[config.mk]
export PLATFORM = sky130hd
export DESIGN_NAME = wb_port_arbiter_flat
export DESIGN_NICKNAME = d
export VERILOG_FILES = /design/src/rtl/wb_port_arbiter_pkg.sv /design/src/rtl/wb_port_arbiter_if.sv /design/src/rtl/wb_port_arbiter.sv /design/src/flat_wrapper.sv
export SDC_FILE = /design/constraint.sdc
export NUM_CORES = 1
export LEC_CHECK = 0
export CAP_MARGIN = 0
export CORE_ASPECT_RATIO = 0.7
export CORE_MARGIN = 8
export CORE_UTILIZATION = 42
export CTS_CLUSTER_SIZE = 28
export DETAILED_ROUTE_END_ITERATION = 8
export PLACE_DENSITY_LB_ADDON = 0.2
export SKIP_LAST_GASP = 1
export SLEW_MARGIN = 20
export SYNTH_ARGS = -nofsm -noshare
export SYNTH_HDL_FRONTEND = slang
export SYNTH_SLANG_ARGS = --single-unit
[constraint.sdc]
create_clock -name clk_i -period 2.8 [get_ports clk_i]
set_input_delay 0.42 -clock clk_i [delete_from_list [all_inputs] [get_ports clk_i]]
set_output_delay 0.42 -clock clk_i [all_outputs]
set_load 0.1 [all_outputs]
[src/rtl/wb_port_arbiter_pkg.sv]
// Shared types and constants for the register-file write-port arbiter.
package wb_pkg;

  localparam int DATA_W_DEF = 32;
  localparam int ADDR_W_DEF = 5;

  localparam logic [ADDR_W_DEF-1:0] REG_ZERO = '0;

  typedef enum logic [1:0] {
    IDLE  = 2'd0,
    PEND  = 2'd1,
    FORCE = 2'd2
  } wb_state_e;

endpackage

[src/rtl/wb_port_arbiter_if.sv]
// Write-port bus: MEM/WB source A, long-latency source B, register-file side.
interface wb_port_arbiter_if
  import wb_pkg::*;
#(
  parameter int DATA_W = DATA_W_DEF,
  parameter int ADDR_W = ADDR_W_DEF
);
  logic              a_we_i;
  logic [ADDR_W-1:0] a_rd_i;
  logic [DATA_W-1:0] a_data_i;
  logic              b_valid_i;
  logic              b_ready_o;
  logic [ADDR_W-1:0] b_rd_i;
  logic [DATA_W-1:0] b_data_i;
  logic              rf_we_o;
  logic [ADDR_W-1:0] rf_addr_o;
  logic [DATA_W-1:0] rf_data_o;
  logic              stall_o;
  logic              kill_o;

  modport master (
    output a_we_i, a_rd_i, a_data_i, b_valid_i, b_rd_i, b_data_i,
    input  b_ready_o, rf_we_o, rf_addr_o, rf_data_o, stall_o, kill_o
  );

  modport slave (
    input  a_we_i, a_rd_i, a_data_i, b_valid_i, b_rd_i, b_data_i,
    output b_ready_o, rf_we_o, rf_addr_o, rf_data_o, stall_o, kill_o
  );
endinterface

[src/rtl/wb_port_arbiter.sv]
// Shares the single register-file write port between MEM/WB writeback (A)
// and a one-entry buffered long-latency result stream (B) with bounded wait.
module wb_port_arbiter
  import wb_pkg::*;
#(
  parameter int DATA_W   = DATA_W_DEF,
  parameter int ADDR_W   = ADDR_W_DEF,
  parameter int MAX_WAIT = 4
) (
  input  logic               clk_i,
  input  logic               rst_i,
  wb_port_arbiter_if.slave   bus
);

  localparam logic [3:0] MAX_WAIT_C = 4'(MAX_WAIT);

  wb_state_e         state_q, state_d;
  logic [ADDR_W-1:0] buf_rd_q, buf_rd_d;
  logic [DATA_W-1:0] buf_data_q, buf_data_d;
  logic [3:0]        wait_cnt_q, wait_cnt_d;
  logic              stall_q, b_ready_q;

  logic              a_act;
  logic              a_hits_buf;
  logic [3:0]        wait_inc;
  logic              rf_we;
  logic [ADDR_W-1:0] rf_addr;
  logic [DATA_W-1:0] rf_data;
  logic              kill;

  assign a_act      = bus.a_we_i && (bus.a_rd_i != REG_ZERO);
  assign a_hits_buf = (bus.a_rd_i == buf_rd_q);
  assign wait_inc   = wait_cnt_q + 4'd1;

  always_comb begin
    rf_we   = 1'b0;
    rf_addr = bus.a_rd_i;
    rf_data = bus.a_data_i;
    kill    = 1'b0;
    unique case (state_q)
      IDLE: rf_we = a_act;
      PEND: begin
        rf_we = 1'b1;
        if (a_act) begin
          // A is younger, so a same-rd write makes the buffered result dead.
          kill = a_hits_buf;
        end else begin
          rf_addr = buf_rd_q;
          rf_data = buf_data_q;
        end
      end
      FORCE: begin
        rf_we   = 1'b1;
        rf_addr = buf_rd_q;
        rf_data = buf_data_q;
      end
      default: rf_we = 1'b0;
    endcase
    if (rst_i) begin
      rf_we = 1'b0;
      kill  = 1'b0;
    end
  end

  always_comb begin
    state_d    = state_q;
    buf_rd_d   = buf_rd_q;
    buf_data_d = buf_data_q;
    wait_cnt_d = wait_cnt_q;
    unique case (state_q)
      IDLE: begin
        // x0 results complete the handshake but are never buffered.
        if (bus.b_valid_i && (bus.b_rd_i != REG_ZERO)) begin
          state_d    = PEND;
          buf_rd_d   = bus.b_rd_i;
          buf_data_d = bus.b_data_i;
          wait_cnt_d = 4'd0;
        end
      end
      PEND: begin
        if (!a_act || a_hits_buf) begin
          state_d    = IDLE;
          buf_rd_d   = '0;
          buf_data_d = '0;
        end else begin
          wait_cnt_d = wait_inc;
          if (wait_inc == MAX_WAIT_C) state_d = FORCE;
        end
      end
      FORCE: begin
        state_d    = IDLE;
        wait_cnt_d = 4'd0;
        buf_rd_d   = '0;
        buf_data_d = '0;
      end
      default: state_d = IDLE;
    endcase
  end

  always_ff @(posedge clk_i or posedge rst_i) begin
    if (rst_i) begin
      state_q    <= IDLE;
      buf_rd_q   <= '0;
      buf_data_q <= '0;
      wait_cnt_q <= 4'd0;
      stall_q    <= 1'b0;
      b_ready_q  <= 1'b1;
    end else begin
      state_q    <= state_d;
      buf_rd_q   <= buf_rd_d;
      buf_data_q <= buf_data_d;
      wait_cnt_q <= wait_cnt_d;
      stall_q    <= (state_d == FORCE);
      b_ready_q  <= (state_d == IDLE);
    end
  end

  assign bus.rf_we_o   = rf_we;
  assign bus.rf_addr_o = rf_addr;
  assign bus.rf_data_o = rf_data;
  assign bus.kill_o    = kill;
  assign bus.stall_o   = stall_q;
  assign bus.b_ready_o = b_ready_q;

endmodule

[src/flat_wrapper.sv]
// flat-port wrapper written by rule: the top's interface ports become plain ports
module wb_port_arbiter_flat import wb_pkg::*;
#(
  parameter int DATA_W   = DATA_W_DEF,
  parameter int ADDR_W   = ADDR_W_DEF,
  parameter int MAX_WAIT = 4
)
  (clk_i, rst_i, bus_a_we_i, bus_a_rd_i, bus_a_data_i, bus_b_valid_i, bus_b_rd_i, bus_b_data_i, bus_b_ready_o, bus_rf_we_o, bus_rf_addr_o, bus_rf_data_o, bus_stall_o, bus_kill_o);
  wb_port_arbiter_if #(.DATA_W(DATA_W), .ADDR_W(ADDR_W)) bus_i ();
  input  logic clk_i;
  input  logic rst_i;
  input wire logic [$bits(bus_i.a_we_i)-1:0] bus_a_we_i;
  input wire logic [$bits(bus_i.a_rd_i)-1:0] bus_a_rd_i;
  input wire logic [$bits(bus_i.a_data_i)-1:0] bus_a_data_i;
  input wire logic [$bits(bus_i.b_valid_i)-1:0] bus_b_valid_i;
  input wire logic [$bits(bus_i.b_rd_i)-1:0] bus_b_rd_i;
  input wire logic [$bits(bus_i.b_data_i)-1:0] bus_b_data_i;
  output wire logic [$bits(bus_i.b_ready_o)-1:0] bus_b_ready_o;
  output wire logic [$bits(bus_i.rf_we_o)-1:0] bus_rf_we_o;
  output wire logic [$bits(bus_i.rf_addr_o)-1:0] bus_rf_addr_o;
  output wire logic [$bits(bus_i.rf_data_o)-1:0] bus_rf_data_o;
  output wire logic [$bits(bus_i.stall_o)-1:0] bus_stall_o;
  output wire logic [$bits(bus_i.kill_o)-1:0] bus_kill_o;
  assign bus_i.a_we_i = bus_a_we_i;
  assign bus_i.a_rd_i = bus_a_rd_i;
  assign bus_i.a_data_i = bus_a_data_i;
  assign bus_i.b_valid_i = bus_b_valid_i;
  assign bus_i.b_rd_i = bus_b_rd_i;
  assign bus_i.b_data_i = bus_b_data_i;
  assign bus_b_ready_o = bus_i.b_ready_o;
  assign bus_rf_we_o = bus_i.rf_we_o;
  assign bus_rf_addr_o = bus_i.rf_addr_o;
  assign bus_rf_data_o = bus_i.rf_data_o;
  assign bus_stall_o = bus_i.stall_o;
  assign bus_kill_o = bus_i.kill_o;
  wb_port_arbiter #(.DATA_W(DATA_W), .ADDR_W(ADDR_W), .MAX_WAIT(MAX_WAIT)) u_core (.clk_i(clk_i), .rst_i(rst_i), .bus(bus_i));
endmodule
# Yosys cells after proc, flatten, opt, wreduce, memory -nomap -nowiden
# Cells that the tools add are included.
[classes] n_addsub=1 eq_ne=8 mux=22 n_reduce_logical=12
[op_table] cell="two-way mux 32 bit" count=3
[op_table] cell="case mux 32 bit (3 select lines)" count=1
[op_table] cell="case mux 32 bit (2 select lines)" count=1
[op_table] cell="two-way mux 5 bit" count=3
[op_table] cell="case mux 5 bit (3 select lines)" count=1
[op_table] cell="case mux 4 bit (3 select lines)" count=1
[op_table] cell="case mux 5 bit (2 select lines)" count=1
[op_table] cell="nonzero test 5 bit" count=2
[op_table] cell="two-way mux 4 bit" count=2
[op_table] cell="two-way mux 2 bit" count=3
[op_table] cell="AND reduction 3 bit" count=2
[op_table] cell="== test 5 bit" count=1
[op_table] cell="adder 4 x 1 -> 4 bit (second input constant)" count=1
[op_table] cell="== test 2 bit (second input constant)" count=2
[op_table] cell="== test 4 x 3 -> 1 bit (second input constant)" count=1
[op_table] cell="zero test 2 bit" count=2
[op_table] cell="two-way mux 1 bit" count=4
[op_table] cell="!= test 2 x 1 -> 1 bit (second input constant)" count=2
[op_table] cell="case mux 2 bit (2 select lines)" count=1
[op_table] cell="nonzero test 3 bit" count=1
[op_table] cell="== test 2 x 1 -> 1 bit (second input constant)" count=1
[op_table] cell="logical AND 1 bit" count=2
[op_table] cell="!= test 2 bit (second input constant)" count=1
[op_table] cell="case mux 1 bit (2 select lines)" count=1
[op_table] cell="other kinds (3)" count=3
[totals] register_bits=45 inputBits=78 wordCells=49

# Longest topological paths before layout
# Gate-level depths: netlist (run 1).
[logic_depth] word_depth=7 mapped_depth=9

# Worst setup path after synthesis (run 1)
# OpenSTA, ideal clock, no wires.
[synth_timing] path_type="reg2out" startpoint="reg u_core.state_q[0]" endpoint="out bus_rf_we_o" arrival_ns=3.456 required_time_ns=2.380 setup_slack_ns=-1.076 stages_incl_launch_ff=7 path_buffers=2 cell_sequence="dfrtp_1 inv_1 ha_1 clkbuf_1 buf_1 a31oi_1 nor3_1"
[synth_via] elab_chain_len=4
[synth_rtl] item="start, declared" line_no="wb_port_arbiter.sv:17" text="wb_state_e state_q, state_d;"
[synth_rtl] item="start signal, assigned" line_no="wb_port_arbiter.sv:109" text="state_q <= state_d;"
[synth_rtl] item="== test 2 bit or == test 2 x 1 -> 1 bit (tied branches)" line_no="wb_port_arbiter.sv:40" text="unique case (state_q)"
[synth_rtl] item="OR reduction 2 bit (no source line)"
[synth_rtl] item="case mux 1 bit (2 select lines) *" line_no="wb_port_arbiter.sv:40"
[synth_rtl] item="two-way mux 1 bit *" line_no="wb_port_arbiter.sv:59" text="if (rst_i) begin"
[synth_rtl] item="end, declared" line_no="flat_wrapper.sv:19" text="output wire logic [$bits(bus_i.rf_we_o)-1:0] bus_rf_we_o;"
# Mark *: on every way between the ends. The rest lies on a longest branch, timed or not.

# Worst setup path in the final report (run 1)
[layout_timing] startpoint="in bus_a_rd_i[1]" endpoint="out bus_rf_data_o[20]"
[layout_via] elab_chain_len=4
[layout_rtl] item="start, declared" line_no="flat_wrapper.sv:13" text="input wire logic [$bits(bus_i.a_rd_i)-1:0] bus_a_rd_i;"
[layout_rtl] item="nonzero test 5 bit" line_no="wb_port_arbiter.sv:31" text="assign a_act = bus.a_we_i && (bus.a_rd_i != REG_ZERO);"
[layout_rtl] item="logical AND 1 bit" line_no="wb_port_arbiter.sv:31"
[layout_rtl] item="two-way mux 32 bit" line_no="wb_port_arbiter.sv:44" text="if (a_act) begin"
[layout_rtl] item="case mux 32 bit (2 select lines)" line_no="wb_port_arbiter.sv:40"
[layout_rtl] item="end, declared" line_no="flat_wrapper.sv:21" text="output wire logic [$bits(bus_i.rf_data_o)-1:0] bus_rf_data_o;"
# No other way between the ends.

==> out/qor.txt, run 1 <==
Status - complete, no violations
Largest stage delay, worst path - 440 ps
First-pass GRT wire length - 14,200 um
Net count, final - 459
Vias per cell - 5.85
Clk slew on worst S/H paths - 80 ps
Worst setup EP type - output port
Final core utilization - 75.1%
Most common cell after layout, fill and taps aside - clkdlybuf4s50_1
ANT nets after route - 0
TritonCTS clock tree - built
Worst endpoint data arrival time - 2370 ps
Final Cell Area - 4670 um2
Critical Path Source Type - primary input
Most frequent cells in the layout - clkdlybuf4s50_1, dfrtp_1, buf_12
Clk_lat worst skew - 300 ps
EDFF count, synth - 0
Post-synthesis sequential area ratio - 41.9%
Worst Path Max Fanout - 7
Static leakage - 1.99 nW
Iteration count of the initial detailed-routing pass - 4
Vias in the first global route - 2,670
Final period demand of the worst path - 2790 ps
Sw Pwr - 2.85 mW
Share of layout cells above drive strength 1 - 31.6%
Fin cells - 454
Net Sw Frac - 51.7%
Slew Viols, Final - 0
Final setup fails - 0
Relative slew slack - 58.0%
CP Class - primary input to output port
TritonCTS sink count - 45
Yosys reg bits - 45
Synthesized cell area - 2690 um2
Clk network pwr share - 7.6%
# diodes - 0
# port buffers - 118
Rows - 24
Synth unique cells - 43
Die area - 9260 um2
Root buffer cell - clkbuf_8
GRT Util Overall - 18.6%
Die Y - 82.9 um
Fin. Hold Viols - 0
Drt wl/cell - 20.6 um
Comb pwr share - 72.0%
Avg Cell Area, Syn - 10.7 um2
Initial DRC count - 165
Placed cells - 442
Max-Cap Viols - 0
I/O pin count - 119
Starting Density - 43.3%
Area growth syn-to-layout - 73.7%
Cell count after synthesis - 252
DP HPWL - 6670 um
Tightest Pin Transition - 630 ps
GRT overflow - 0
Die X - 112 um
HP Class - primary input to async pin
Synth warn - 0
Cell breakdown of the critical path - clkdlybuf4s50_1 > or3_4 > o31ai_4 > a21oi_2 > nor2b_4 > buf_12 > buf_12 > a22o_1 > buf_12
Clk buf depth - 2
Remaining routing DRC violations - 0
Cell Area, Placed - 4430 um2
Req. time, crit path - 2380 ps
CTS Buf Count - 5
Final wirelength - 9370 um
CTS H-tree depth - 2
Clk_skew - 5.76 ps
Period utilization - 99.6%
Ys flop type - dfrtp_1
CP max-delay cell - clkdlybuf4s50_1
RD Place Congestion - 0.873
Hold Worst Slack - 490 ps
Post-synth ARST share - 100%
Sequential fraction of design power - 20.4%
Fmax - 359 MHz
Antenna violations before repair - 0
Syn Nets - 336
Pin count of the biggest net entering global routing - 40
Crit-path most repeated cell - buf_12
Maximum VDD drop - 0.582 mV
Vias - 2,655
Power density cells - 1180 nW/um2
Int Power - 2.66 mW
Core box area - 6220 um2
[metal layers]
layer | up-vias | routed length, um | global-route usage (%)
met5 | - | 0 | 0
met3 | 7 | 810 | 7.15
met4 | 0 | 72 | 4.20
li1 | 1232 | - | -
met2 | 107 | 4240 | 29.7
met1 | 1309 | 4250 | 23.4
[synthesized netlist by cell type, types with 3 or more instances]
cell / number / area, um2
buf_6: 3 / 33.8
dfrtp_1: 44 / 1100
buf_1: 4 / 15.0
o22ai_1: 3 / 18.8
ha_1: 6 / 75.1
a22o_1: 73 / 639
nand3_1: 3 / 15.0
inv_1: 6 / 22.5
nor3b_1: 36 / 270
nand2_1: 9 / 33.8
a21oi_1: 5 / 25.0
clkbuf_1: 12 / 45.0
buf_2: 4 / 20.0
nor2_1: 4 / 15.0
xor2_1: 5 / 43.8
[cells by family (layout without fill, tap and decap cells)]
| group | count (synthesis) | in the layout | share of synthesized area [%] |
|---|---|---|---|
| XOR/XNOR | 5 | 5 | 1.63 |
| AO/OA/AOI/OAI | 98 | 98 | 31.2 |
| AND/OR/NAND/NOR | 68 | 68 | 17.1 |
| adder cells (fa/ha/maj) | 6 | 6 | 2.79 |
| buffers and inverters | 30 | 154 | 5.35 |
| flip-flops | 45 | 45 | 41.9 |
[layout make-up]
cell class              instances  area, um2
multi-input cells             177       1530
clock buffers                   8       90.1
repair buffers                140       1800
fillers                       428       1550
well taps                      78       97.6
flip-flops and latches         45       1130
inverters                       6       22.5
[power groups by stage]
stage          combinational (mW)  sequential, mW  clock, mW
2_1_floorplan                2.51            1.11          0
3_3_place_gp                 3.81            1.11          0
3_5_place_dp                 3.86            1.11          0
4_1_cts                      3.87            1.11      0.420
5_1_grt                      4.13            1.15      0.451
6_report                     3.97            1.12      0.418
[registers in the layout (all words and copies together) (netlist names)]
name and cells:
u_core.wait_cnt_q 4, u_core.buf_rd_q 5, u_core.buf_data_q 32, u_core.bus.stall_o 1
u_core.state_q 2, u_core.bus.b_ready_o 1
[what timing repair did]
item                                    in CTS  in global routing
gates resized for setup                      0                 11
gates cloned                                 0                  3
hold buffers                                 0                  0
buffers inserted                             0                  1
endpoints found under the setup margin      15                 37
pin swaps                                    0                  1
[worst max-delay path: cells and delay by family]
family                 cells  cell delay (ps)
AO/OA/AOI/OAI              3              480
buffers and inverters      4              900
AND/OR/NAND/NOR            2              560
[final timing paths]
path	start	to	slack (ps)	depth (start not counted)
min reg2reg	u_core.buf_data_q[10]	u_core.buf_data_q[10]	510	1
max in group asynchronous	rst_i	u_core.buf_data_q[21]	1600	3
min in group clk_i	u_core.buf_data_q[10]	u_core.buf_data_q[10]	510	1
max reg2reg	u_core.state_q[1]	u_core.wait_cnt_q[0]	520	6
min	rst_i	u_core.wait_cnt_q[1]	490	2
max	bus_a_rd_i[1]	bus_rf_data_o[20]	10	9
[stage by stage]
stage	worst slack [ps]	setup TNS, ps	power (mW)
2_1_floorplan	-227	-227	3.62
3_3_place_gp	27.2	0	4.92
3_5_place_dp	-25.6	-75.9	4.98
4_1_cts	-41.0	-193	5.40
5_1_grt	-44.0	-888	5.73
6_report	12.0	0	5.51
Note: power is estimated with default switching activity, not from simulation.
==> run 2, diff against run 1 <==
RECOVER_POWER = 50   (was default)
==> run 2 against run 1 <==
  * Routed wire length increased by 0.22%
  * Critical path depth unchanged
  * Die area unchanged
  * Cell count unchanged
  * Design area decreased by 0.40%
  * Sequential share of layout area increased by 0.097 points
  * Power decreased by 0.35%
  * Clock power about the same
  * Fmax about the same
  * First-iteration DRC count decreased by 6.7%
==> out/qor.txt, run 2 (synthesized netlist as in run 1, its figures left out) <==
Status - complete, no violations (unchanged)
Net Sw Frac - 51.9% (was 51.7%)
Largest register FFs - 32 (unchanged)
Relative slew slack - 21.8% (was 58.0%)
Critical Path Source Type - primary input (unchanged)
Period utilization - 99.5% (was 99.6%)
ANT nets after route - 0 (unchanged)
RD Place Congestion - 0.873 (unchanged)
Drt wl/cell - 20.7 um (was 20.6 um)
Most frequent cells in the layout - clkdlybuf4s50_1, dfrtp_1, buf_12 (unchanged)
I/O pin count - 119 (unchanged)
Req. time, crit path - 2380 ps (about the same)
Die Y - 82.9 um (unchanged)
GRT overflow - 0 (unchanged)
Net count, final - 459 (unchanged)
Worst Path Max Fanout - 7 (unchanged)
Worst endpoint data arrival time - 2370 ps (about the same)
Sequential fraction of design power - 20.5% (was 20.4%)
Max-Cap Viols - 0 (unchanged)
Comb pwr share - 71.9% (was 72.0%)
Placed cells - 442 (unchanged)
Vias in the first global route - 2,670 (unchanged)
Fin cells - 454 (unchanged)
Die X - 112 um (unchanged)
Remaining routing DRC violations - 0 (unchanged)
Initial DRC count - 154 (was 165)
Clk network pwr share - 7.6% (about the same)
First-pass GRT wire length - 14,200 um (unchanged)
Pin count of the biggest net entering global routing - 40 (unchanged)
Starting Density - 43.3% (unchanged)
Rows - 24 (unchanged)
Clk_lat worst skew - 300 ps (about the same)
Fin. Hold Viols - 0 (unchanged)
GRT Util Overall - 18.6% (unchanged)
Final wirelength - 9390 um (was 9370 um)
Clk buf depth - 2 (unchanged)
Die area - 9260 um2 (unchanged)
CTS H-tree depth - 2 (unchanged)
Vias - 2,640 (was 2,655)
Worst setup EP type - output port (unchanged)
Root buffer cell - clkbuf_8 (unchanged)
TritonCTS clock tree - built (unchanged)
Core box area - 6220 um2 (unchanged)
Vias per cell - 5.81 (was 5.85)
Sw Pwr - 2.85 mW (about the same)
TritonCTS sink count - 45 (unchanged)
CP Class - primary input to output port (unchanged)
Final core utilization - 74.8% (was 75.1%)
Biggest register - u_core.buf_data_q (unchanged)
Biggest regs - u_core.buf_data_q: 32 flops, u_core.buf_rd_q: 5 flops, u_core.wait_cnt_q: 4 flops (unchanged)
# port buffers - 118 (unchanged)
Most common cell after layout, fill and taps aside - clkdlybuf4s50_1 (unchanged)
Slew Viols, Final - 0 (unchanged)
DP HPWL - 6670 um (unchanged)
CTS Buf Count - 5 (unchanged)
Area growth syn-to-layout - 73.0% (was 73.7%)
Fill count - 434 (was 428)
Final setup fails - 0 (unchanged)
Fmax - 359 MHz (about the same)
Hold Buf Count CTS - 0 (unchanged)
Clk slew on worst S/H paths - 80 ps (about the same)
Share of layout cells above drive strength 1 - 30.6% (was 31.6%)
Static leakage - 1.98 nW (was 1.99 nW)
Tightest Pin Transition - 1180 ps (was 630 ps)
Antenna violations before repair - 0 (unchanged)
Power density cells - 1180 nW/um2 (about the same)
# diodes - 0 (unchanged)
Maximum VDD drop - 0.582 mV (about the same)
Iteration count of the initial detailed-routing pass - 4 (unchanged)
Clk_skew - 5.80 ps (was 5.76 ps)
Final period demand of the worst path - 2790 ps (about the same)
Int Power - 2.64 mW (was 2.66 mW)
HP Class - flop to flop (was primary input to async pin)
-- run 2: per-stage QoR --
stage / power, mW / setup slack (ps) / instance area, um2 / setup TNS, ps / hold WS [ps]
global placement: 4.92 / 27.2 / 4430 / 0 / 488
finish: 5.49 / 12.9 / 4650 / 0 / 510
global route: 5.71 / -44.0 / 4650 / -888 / 524
detailed placement: 4.98 / -25.6 / 4430 / -75.9 / 493
CTS: 5.40 / -41.0 / 4520 / -193 / 497
floorplan: 3.62 / -227 / 2740 / -227 / 467
-- run 2: path summary, 6_finish.rpt --
| check | cells after the start | slack [ps] | startpoint | to |
|---|---|---|---|---|
| hold reg to reg | 1 | 510 | u_core.buf_data_q[10] | u_core.buf_data_q[10] |
| min in group asynchronous | 2 | 690 | rst_i | u_core.wait_cnt_q[1] |
| setup reg to reg | 8 | 220 | u_core.state_q[1] | u_core.buf_data_q[1] |
| hold / removal | 1 | 510 | u_core.buf_data_q[10] | u_core.buf_data_q[10] |
| setup / recovery | 9 | 10 | bus_a_rd_i[1] | bus_rf_data_o[20] |
| max in group asynchronous | 3 | 940 | rst_i | u_core.buf_data_q[30] |
-- run 2: worst max-delay path: stages --
cell,delay [ps]
clkdlybuf4s50_1,440
or3_4,420
o31ai_4,190
a21oi_2,100
nor2b_4,140
buf_12,140
buf_12,130
a22o_1,190
buf_12,190
-- run 2: metal layers --
layer	vias to the layer above	share of wire (%)	track usage [%]
met1	1293	45	23.4
met4	0	0.77	4.20
met3	7	8.5	7.15
met2	112	45	29.7
met5	-	0	0
li1	1228	-	-
-- run 2: area by class of cell --
cell class,instances,area [um2],share of cell area (%)
repair buffers,140,1790,38.4
multi-input cells,177,1530,32.8
flip-flops and latches,45,1130,24.2
well taps,78,97.6,2.10
clock buffers,8,90.1,1.94
inverters,6,22.5,0.484
-- run 2: timing repair --
item,CTS,global route
gates resized for setup,0,11
pin swaps,0,1
endpoints found under the setup margin,15,37
gates cloned,0,3
setup buffers,0,1
-- run 2: power groups by stage --
stage               Combinational (mW)  Clock, mW  Sequential [mW]
floorplan                         2.51          0             1.11
global placement                  3.81          0             1.11
detailed placement                3.86          0             1.11
CTS                               3.87      0.420             1.11
global route                      4.11      0.451             1.15
finish                            3.95      0.420             1.12
==> run 3, diff against run 2 <==
TNS_END_PERCENT = 20   (was default)
==> run 3 against run 2 <==
  * Sequential share of layout area shrank 0.097 points
  * Worst hold slack gained 8.7 ps
  * Clock power shrank 10%
  * Setup slack gained 130 ps
  * First-iteration DRC count shrank 20%
  * The flow now finishes with violations (max-capacitance violations, max-slew violations)
  * Routed wire length shrank 1.9%
  * Die area is the same
  * Power shrank 0.61%
  * Critical path type unchanged
==> out/qor.txt, run 3 (synthesized netlist as in run 1, its figures left out) <==
Status - finished, violations left (was complete, no violations)
Failing checks - max-capacitance violations, max-slew violations
Die Y - 82.9 um (unchanged)
Clk_lat worst skew - 290 ps (was 300 ps)
First-pass GRT wire length - 14,300 um (was 14,200 um)
CP Class - primary input to output port (unchanged)
Root buffer cell - clkbuf_8 (unchanged)
Die X - 112 um (unchanged)
Fin cells - 451 (was 454)
Biggest register - u_core.buf_data_q (unchanged)
Net count, final - 456 (was 459)
Power density cells - 1170 nW/um2 (was 1180 nW/um2)
Fmax - 376 MHz (was 359 MHz)
Pin count of the biggest net entering global routing - 46 (was 40)
Final period demand of the worst path - 2660 ps (was 2790 ps)
Max-Cap Viols - 1 (was 0)
Req. time, crit path - 2380 ps (about the same)
Hold Worst Slack - 519 ps (was 510 ps)
Worst Path Max Fanout - 5 (was 7)
DP Worst Slack - -46.5 ps (was -25.6 ps)
Share of layout cells above drive strength 1 - 25.5% (was 30.6%)
Vias - 2,655 (was 2,640)
Setup TNS - 0 ps (unchanged)
Drt wl/cell - 20.4 um (was 20.7 um)
Area growth syn-to-layout - 73.7% (was 73.0%)
Largest register FFs - 32 (unchanged)
RSZ-0062 raised after global routing - false
Remaining routing DRC violations - 0 (unchanged)
Critical Path Source Type - primary input (unchanged)
Core box area - 6220 um2 (unchanged)
Clk_skew - 6.70 ps (was 5.80 ps)
Rows - 24 (unchanged)
Fin worst setup slack - 138 ps (was 12.9 ps)
Footprint of the multi-input gates - 1580 um2 (was 1530 um2)
Iteration count of the initial detailed-routing pass - 4 (unchanged)
# diodes - 0 (unchanged)
ANT nets after route - 0 (unchanged)
Most common cell after layout, fill and taps aside - clkdlybuf4s50_1 (unchanged)
Vias in the first global route - 2,707 (was 2,670)
Clk slew on worst S/H paths - 80 ps (about the same)
Die area - 9260 um2 (unchanged)
GRT Util Overall - 18.9% (was 18.6%)
Antenna violations before repair - 0 (unchanged)
Starting Density - 43.3% (unchanged)
Initial DRC count - 123 (was 154)
Worst setup EP type - output port (unchanged)
Clk buf depth - 2 (unchanged)
I/O pin count - 119 (unchanged)
CTS Buf Count - 5 (unchanged)
Worst endpoint data arrival time - 2240 ps (was 2370 ps)
HP Class - flop to flop (unchanged)
Period utilization - 95.1% (was 99.5%)
Fin. Hold Viols - 0 (unchanged)
Placed cells - 439 (was 442)
# port buffers - 118 (unchanged)
Most frequent cells in the layout - clkdlybuf4s50_1, a22o_1, dfrtp_1 (was clkdlybuf4s50_1, dfrtp_1, buf_12)
Biggest regs - u_core.buf_data_q: 32 flops, u_core.buf_rd_q: 5 flops, u_core.wait_cnt_q: 4 flops (unchanged)
Reg area - 1130 um2 (unchanged)
Relative slew slack - -10.5% (was 21.8%)
Maximum VDD drop - 0.811 mV (was 0.582 mV)
Static leakage - 2.01 nW (was 1.98 nW)
TritonCTS sink count - 45 (unchanged)
Critical Path Source - bus_a_rd_i[4] (was bus_a_rd_i[1])
Final wirelength - 9210 um (was 9390 um)
CTS H-tree depth - 2 (unchanged)
Fill count - 429 (was 434)
TritonCTS clock tree - built (unchanged)
DP HPWL - 6530 um (was 6670 um)
Hold_sp - u_core.buf_data_q[10] (unchanged)
Slew Viols, Final - 46 (was 0)
Vias per cell - 5.89 (was 5.81)
Final setup fails - 0 (unchanged)
RD Place Congestion - 0.846 (was 0.873)
Tightest Pin Transition - 1660 ps (was 1180 ps)
GRT overflow - 0 (unchanged)
Hold Buf Count CTS - 0 (unchanged)
R2r startpoint - u_core.state_q[1] (unchanged)
-- run 3: changes by cell type in the layout (fill, tap and decap cells not counted), moves of 2 or more --
cell and delta:
a22o_4 +10, clkdlybuf4s50_1 -5, dlymetal6s2s_1 +3, a22o_2 -26
clkbuf_2 -3, dlygate4sd3_1 +2, a22o_1 +16
-- run 3: repair_timing --
action,CTS,global route
endpoints found under the setup margin,16,37
resized for setup,2,22
buffers inserted,1,1
cloned,1,2
pin swaps,1,5
-- run 3: power by group --
group | leakage [nW] | internal, mW | switching (mW) | total (mW)
Sequential | 0.578 | 0.911 | 0.228 | 1.14
Combinational | 1.39 | 1.54 | 2.40 | 3.94
Clock | 0.0395 | 0.177 | 0.200 | 0.378
-- run 3: path summary, 6_finish.rpt --
check	end	slack, ps	cells past startpoint
min in group asynchronous	u_core.wait_cnt_q[0]	1170	2
max in group asynchronous	u_core.buf_data_q[28]	660	2
setup reg to reg	u_core.buf_data_q[30]	380	8
hold reg to reg	u_core.buf_data_q[10]	520	1
hold / removal	u_core.buf_data_q[10]	520	1
setup / recovery	bus_rf_data_o[7]	140	8
-- run 3: cell type report --
type / count / area share [%]
inverters: 6 / 0.482
clock buffers: 8 / 1.71
repair buffers: 137 / 37.8
well taps: 78 / 2.09
flip-flops and latches: 45 / 24.1
multi-input cells: 177 / 33.8
-- run 3: layer usage --
| metal | routed length (um) | share of wire, % | GRT usage (%) | vias to the layer above |
|---|---|---|---|---|
| met2 | 4230 | 46 | 28.5 | 106 |
| li1 | - | - | - | 1224 |
| met4 | 85 | 0.92 | 5.44 | 0 |
| met3 | 920 | 10 | 6.50 | 8 |
| met5 | 0 | 0 | 0 | - |
| met1 | 3980 | 43 | 24.9 | 1317 |
-- run 3: through the flow --
step	power (mW)	utilization [%]	cell area [um2]
2_1_floorplan	3.59	-	2700
3_3_place_gp	4.88	70.8	4400
3_5_place_dp	4.93	70.8	4400
4_1_cts	5.33	72.4	4500
5_1_grt	5.69	75.1	4670
6_report	5.46	75.1	4670
-- run 3: critical path: stages --
cell and delay [ps]:
dlygate4sd3_1 660, o31ai_4 220, a21oi_2 80, nor2b_2 160
buf_6 170, buf_4 160, a22o_1 180, buf_12 180
